==> src/rtl/serial_adder_pkg.sv <==
// Shared types and constants for the bit-serial adder slice.
package serial_adder_pkg;

    localparam int unsigned SA_DEFAULT_WIDTH = 32'd8;

    typedef enum logic [1:0] {
        IDLE = 2'd0,
        ADD  = 2'd1,
        DONE = 2'd2
    } sa_state_t;

endpackage

==> src/rtl/adder_1bit.sv <==
// Existing 1-bit full adder cell; purely combinational.
module adder_1bit (
    input  logic a,
    input  logic b,
    input  logic carry_in,
    output logic sum,
    output logic carry_out
);

    assign sum       = a ^ b ^ carry_in;
    assign carry_out = (a & b) | (carry_in & (a ^ b));

endmodule

==> src/rtl/serial_adder_nbit.sv <==
// Bit-serial WIDTH-bit adder: one bit pair per clock through a single
// full-adder cell, LSB first, with a registered carry between cycles.
module serial_adder_nbit
    import serial_adder_pkg::*;
#(
    parameter int unsigned WIDTH = SA_DEFAULT_WIDTH
) (
    input  logic             clk,
    input  logic             rst,
    input  logic             start,
    input  logic [WIDTH-1:0] a,
    input  logic [WIDTH-1:0] b,
    input  logic             carry_in,
    output logic             busy,
    output logic             done,
    output logic [WIDTH-1:0] sum,
    output logic             carry_out,
    output logic             overflow
);

    localparam int unsigned CNT_W = (WIDTH > 32'd1) ? $clog2(WIDTH) : 32'd1;
    localparam logic [CNT_W-1:0] CNT_LAST = CNT_W'(WIDTH - 32'd1);
    localparam logic [CNT_W-1:0] CNT_ONE  = CNT_W'(32'd1);

    sa_state_t        state_r, state_s;
    logic [WIDTH-1:0] opa_r, opa_s;
    logic [WIDTH-1:0] opb_r, opb_s;
    logic [WIDTH-1:0] res_r, res_s;
    logic             carry_r, carry_s;
    logic [CNT_W-1:0] cnt_r, cnt_s;
    logic             busy_r, busy_s;
    logic             done_r, done_s;
    logic [WIDTH-1:0] sum_r, sum_s;
    logic             carry_out_r, carry_out_s;
    logic             overflow_r, overflow_s;
    logic             cell_sum_s, cell_carry_s;

    adder_1bit u_cell (
        .a         (opa_r[0]),
        .b         (opb_r[0]),
        .carry_in  (carry_r),
        .sum       (cell_sum_s),
        .carry_out (cell_carry_s)
    );

    // Next-state, datapath and registered-output values for every state.
    always_comb begin
        state_s     = state_r;
        opa_s       = opa_r;
        opb_s       = opb_r;
        res_s       = res_r;
        carry_s     = carry_r;
        cnt_s       = cnt_r;
        busy_s      = 1'b0;
        done_s      = 1'b0;
        sum_s       = sum_r;
        carry_out_s = carry_out_r;
        overflow_s  = overflow_r;
        case (state_r)
            IDLE, DONE: begin
                // DONE accepts a new start exactly like IDLE so additions can run back to back.
                if (start) begin
                    opa_s   = a;
                    opb_s   = b;
                    carry_s = carry_in;
                    cnt_s   = '0;
                    busy_s  = 1'b1;
                    state_s = ADD;
                end else begin
                    state_s = IDLE;
                end
            end
            ADD: begin
                opa_s   = {1'b0, opa_r[WIDTH-1:1]};
                opb_s   = {1'b0, opb_r[WIDTH-1:1]};
                res_s   = {cell_sum_s, res_r[WIDTH-1:1]};
                carry_s = cell_carry_s;
                cnt_s   = cnt_r + CNT_ONE;
                if (cnt_r == CNT_LAST) begin
                    // carry_r here is the carry into the MSB position.
                    sum_s       = {cell_sum_s, res_r[WIDTH-1:1]};
                    carry_out_s = cell_carry_s;
                    overflow_s  = carry_r ^ cell_carry_s;
                    done_s      = 1'b1;
                    state_s     = DONE;
                end else begin
                    busy_s = 1'b1;
                end
            end
            default: begin
                state_s = IDLE;
            end
        endcase
    end

    // State, datapath and output registers; rst overrides everything.
    always_ff @(posedge clk) begin
        if (rst) begin
            state_r     <= IDLE;
            opa_r       <= '0;
            opb_r       <= '0;
            res_r       <= '0;
            carry_r     <= 1'b0;
            cnt_r       <= '0;
            busy_r      <= 1'b0;
            done_r      <= 1'b0;
            sum_r       <= '0;
            carry_out_r <= 1'b0;
            overflow_r  <= 1'b0;
        end else begin
            state_r     <= state_s;
            opa_r       <= opa_s;
            opb_r       <= opb_s;
            res_r       <= res_s;
            carry_r     <= carry_s;
            cnt_r       <= cnt_s;
            busy_r      <= busy_s;
            done_r      <= done_s;
            sum_r       <= sum_s;
            carry_out_r <= carry_out_s;
            overflow_r  <= overflow_s;
        end
    end

    assign busy      = busy_r;
    assign done      = done_r;
    assign sum       = sum_r;
    assign carry_out = carry_out_r;
    assign overflow  = overflow_r;

endmodule

==> config.mk <==
export PLATFORM = sky130hd
export DESIGN_NAME = serial_adder_nbit
export DESIGN_NICKNAME = d
export VERILOG_FILES = /design/src/rtl/serial_adder_pkg.sv /design/src/rtl/adder_1bit.sv /design/src/rtl/serial_adder_nbit.sv
export SDC_FILE = /design/constraint.sdc
export NUM_CORES = 1
export LEC_CHECK = 0
export CAP_MARGIN = 20
export CORE_MARGIN = 1
export CORE_UTILIZATION = 45
export DETAILED_ROUTE_END_ITERATION = 10
export MAX_ROUTING_LAYER = met4
export PLACE_DENSITY = 0.74
export SKIP_CTS_REPAIR_TIMING = 1
export SYNTH_ARGS = -nofsm -noshare
export SYNTH_HDL_FRONTEND = slang
export SYNTH_HIERARCHICAL = 1
export SYNTH_SLANG_ARGS = --single-unit
==> constraint.sdc <==
create_clock -name clk -period 1.39 [get_ports clk]
set_input_delay 0.417 -clock clk [delete_from_list [all_inputs] [get_ports clk]]
set_output_delay 0.417 -clock clk [all_outputs]
set_load 0.01 [all_outputs]
Word-level counts from Yosys, hierarchy flattened
Cells that the tools add are included.
{ "totals": {"elab_cells": 45, "inputBits": 20, "ff_bits": 42} }
{ "classes": {"eq_ne": 5, "n_bitwise": 7, "mux": 15, "n_reduce_logical": 6, "add_sub_neg": 1} }
{ "ops": {"columns": ["operator", "n"], "rows": [
  ["$pmux 8 s2", 2],
  ["$mux 8", 2],
  ["$pmux 3 s2", 1],
  ["$mux 1", 5],
  ["$ne 2x2->1 const B", 2],
  ["$pmux 1 s2", 2],
  ["$pmux 2 s2", 1],
  ["$reduce_and 2->1", 2],
  ["$reduce_or 2->1", 2],
  ["$add 3x1->3 const B", 1],
  ["$eq 3x3->1 const B", 1],
  ["$mux 3", 1],
  ["$xor 1x1->1", 3],
  ["$and 1x1->1", 2],
  ["$eq 2x1->1 const B", 1],
  ["$eq 2x2->1 const B", 1],
  ["$logic_not 2->1", 1],
  ["$mux 2", 1],
  ["$reduce_bool 2->1", 1],
  ["$not 1->1", 1],
  ["$or 1x1->1", 1]
]} }

Longest topological paths before layout
{ "depth": {"word_depth": 4, "depth_mapped": 6, "depth_no_buf": 5} }

Hierarchy
Netlist, hierarchy kept.
{ "by_module_without_submodules": {"columns": ["module", "cells_per_inst", "area_per_inst_um2", "instances"], "rows": [
  ["serial_adder_nbit", 197, 1612.8, 1],
  ["adder_1bit", 1, 20.0, 1]
]} }

Worst setup path after synthesis
No wires, ideal clock.
{ "synth_timing": {"kind": "register -> register", "start": "register cnt_r[0]", "end": "register carry_out_r (netlist: carry_out)", "n_path_buf": 1, "period_less_slack_ps": 1305, "arrival_time_ps": 1235, "setup_ps": 71, "stages_incl_launch_ff": 7, "slack_ps": 85, "cell_sequence": "dfxtp_1 -> ha_1 -> ha_1 -> nand3b_1 -> clkbuf_1 -> nand2_1 -> a21oi_1"} }
{ "synth_via": {"elab_chain_cells": 2} }
{ "synth_lines": {"columns": ["item", "line", "rtl"], "rows": [
  ["from (decl)", "serial_adder_nbit.sv:30", "logic [CNT_W-1:0] cnt_r, cnt_s;"],
  ["from (signal assigned)", "serial_adder_nbit.sv:116", "cnt_r <= cnt_s;"],
  ["$eq 3x3->1", "serial_adder_nbit.sv:79", "if (cnt_r == CNT_LAST) begin"],
  ["$reduce_and 2->1 (no source line)", null, null],
  ["to (signal assigned)", "serial_adder_nbit.sv:120", "carry_out_r <= carry_out_s;"],
  ["to (decl)", "serial_adder_nbit.sv:34", "logic carry_out_r, carry_out_s;"]
]} }
No other way between the ends.
A chain may end at the register's enable or synchronous reset.

Worst setup path in the final report
{ "layout_timing": {"start": "register cnt_r[0]", "end": "register overflow_r (netlist: overflow)"} }
{ "layout_via": {"elab_chain_cells": 2} }
{ "layout_lines": {"columns": ["item", "line", "rtl"], "rows": [
  ["$eq 3x3->1", "serial_adder_nbit.sv:79", null],
  ["$reduce_and 2->1 (no source line)", null, null],
  ["to (signal assigned)", "serial_adder_nbit.sv:121", "overflow_r <= overflow_s;"],
  ["to (decl)", "serial_adder_nbit.sv:35", "logic overflow_r, overflow_s;"]
]} }
No other way between the ends.

==> summary.txt <==
Status: finished clean
DRT iter0 DRCs: 93
Final WS setup: 0.0518 ns
WP data arrival: 1.62 ns
Mapped cell area: 1630 um2
Slowest cell on the critical path: dfxtp_2
Clock skew: 0.00697 ns
Reg2reg end: overflow
H-tree levels: 2
CP Cell Sequence: ha_1 -> ha_2 -> and3b_2 -> buf_6 -> a211oi_2
CP max stage delay: 0.34 ns
# DRC: 0
Max-cap viol count: 0
Largest net degree at the start of global routing: 42
Ports: 32
RSZ-0062 raised after global routing: true
Crit path max-delay family: adder cells
Sequential area share after synthesis: 0.503
Distinct cells, synth: 21
Max transition margin: 0.852
Setup_tns: 0 ns
GPL Wtd Cong: 0.717
Post-route ant nets: 0
Share of layout cells above drive strength 1: 0.123
CP Capture Type: flop
Initial antenna violation count: 0
Filler cells: 299
Avg Cell Area, Syn: 8.25 um2
Leak: 0.980 nW
Final core occ: 0.625
Clk_lat worst skew: 0.35 ns
Commonest cells in the netlist: 66 x nand2_1, 41 x dfxtp_1, 21 x a21oi_1
Die Span Y: 62.2 um
Number of synthesized register bits: 41
Drt wl/cell: 11.6 um
Max IR drop VDD: 609 uV
Clock buffer depth: 2
CTS Buf Count: 5
Number of global-route vias before repair: 1344
Pins Over Slew Limit: 0
Slack of the worst reg-to-reg path: 0.05 ns
Clk pin slew, worst setup/hold paths: 0.11 ns
Port Buffers: 31
Worst R2R Path Depth: 5
Ranking of synthesized cells by area: dfxtp_1 50%, nand2_1 15%, a311oi_1 8.0%
WS Path Type: reg -> reg
Synth top area share: 0.503
Pre-Repair DR Iteration Count: 4
Worst slack at placement: -0.359 ns
Worst min-delay path class: reg -> reg
Number of flops mapped to enable cells by yosys: 0
Dpl hpwl: 2050 um
Time the worst path needs with I/O delays and setup: 1.34 ns
Row count: 21
Hold depth: 2
Hold Slack: 0.457 ns
Total GRT Usage: 0.187
Fmax: 747 MHz
First-pass GRT wire length: 5520 um
Primary FF master, synth: dfxtp_1
Total gr overflow: 0
Critical Path RT: 1.67 ns
Power, Total: 0.00216 W
Async SR Flop Fraction: 0
CTS tree: built
Gate count of the mapped netlist: 198
Critical path fanouts, max: 4
Antenna fix cells: 0
Min-delay src: sum[2]
Multi-input logic area: 742 um2
Final nets: 251
Register area: 823 um2
Clock root buffer: clkbuf_4
Core area: 3420 um2
Synth-to-layout area growth: 30.7%
Total Wirelength: 3170 um
Die ar.: 3870 um2
# setup viols final: 0
Final hold violations: 0
Synth warnings: 6
Worst Setup Start Kind: flop
Synth area leader: dfxtp_1
Starting Density: 0.478
Most frequent cell after synthesis: nand2_1
Vias: 1385
Clock Sink Count: 41
Worst r2r src: cnt_r[0]
Fin crit share: 0.963
Pwr/cell area: 1010 nW/um2
Mapped Nets: 221
Worst-Margin Slew: 0.221 ns
Hold endpoint: sum[2]
CP Buf/Inv Count: 1
Die Span X: 62.2 um
Vias/cell: 5.05
==> state kept, by name, summed over array words and instances (netlist names) <==
| register | count |
|---|---|
| cnt_r | 3 |
| done | 1 |
| opa_r | 8 |
| overflow | 1 |
| carry_r | 1 |
| state_r | 2 |
| res_r | 7 |
| busy | 1 |
| sum | 8 |
| carry_out | 1 |
| opb_r | 8 |
==> metrics by stage <==
step / std cells / instance area (um2)
2_1_floorplan: 198 / 1630
3_3_place_gp: 267 / 2000
3_5_place_dp: 267 / 2000
4_1_cts: 274 / 2050
5_1_grt: 274 / 2130
6_report: 274 / 2130
==> placed cells by master, fill, tap and decap left out, types with 4 or more instances in the layout <==
cell / synthesis / final
clkdlybuf4s50_1: 0 / 19
a21oi_2: 0 / 4
dlymetal6s2s_1: 0 / 12
a21oi_1: 21 / 17
dfxtp_1: 41 / 39
nand2_1: 66 / 64
clkbuf_4: 0 / 5
nor2_1: 20 / 20
nand3_1: 5 / 5
a311oi_1: 15 / 15
==> worst max path at each step <==
| stage | cells after the start | from | end | slack, ns |
|---|---|---|---|---|
| after floorplan | 6 | cnt_r[0] | carry_out | 0.08 |
| after global placement | 4 | start | opa_r[1] | -0.32 |
| after detailed placement | 4 | start | opa_r[4] | -0.36 |
| after CTS | 1 | carry_out | carry_out | -0.27 |
| after global routing | 5 | cnt_r[0] | overflow | -0.02 |
| final | 5 | cnt_r[0] | overflow | 0.05 |
==> layout make-up <==
class                      count  area share
sequential                    41       0.386
multi-input combinational    140       0.348
tap                           46      0.0270
timing repair buffer          40       0.214
clock buffer                   7      0.0258
==> worst register-to-register path, cell delays in order (launching register included) <==
cell,delay [ns]
dfxtp_2,0.34
ha_1,0.19
ha_2,0.18
and3b_2,0.26
buf_6,0.13
a211oi_2,0.17
==> kinds of logic after synthesis <==
| kind of cell | after synthesis | synth area share |
|---|---|---|
| and+or+nand+nor | 98 | 0.245 |
| AOI/OAI and AO/OA | 38 | 0.154 |
| adders and majority gates | 3 | 0.0276 |
| xor gates and xnor gates | 1 | 0.00536 |
| DFF | 41 | 0.503 |
| buffers and inverters | 17 | 0.0651 |
==> per-layer routing <==
layer	GRT usage	share of wire	wire, um	vias to the layer above
met2	0.305	0.48	1530	29
met3	0.0460	0.037	118	7
met5	-	0	0	-
met1	0.209	0.46	1440	631
li1	-	-	-	718
met4	0.105	0.023	74	0
==> where the power goes <==
group	total, W	internal [W]	switching, W
combinational	0.000291	0.000147	0.000144
clock	0.000597	0.000239	0.000358
sequential	0.00127	0.00123	0.0000365
total	0.00216	0.00162	0.000539
Power figures use the tool's default switching activity.
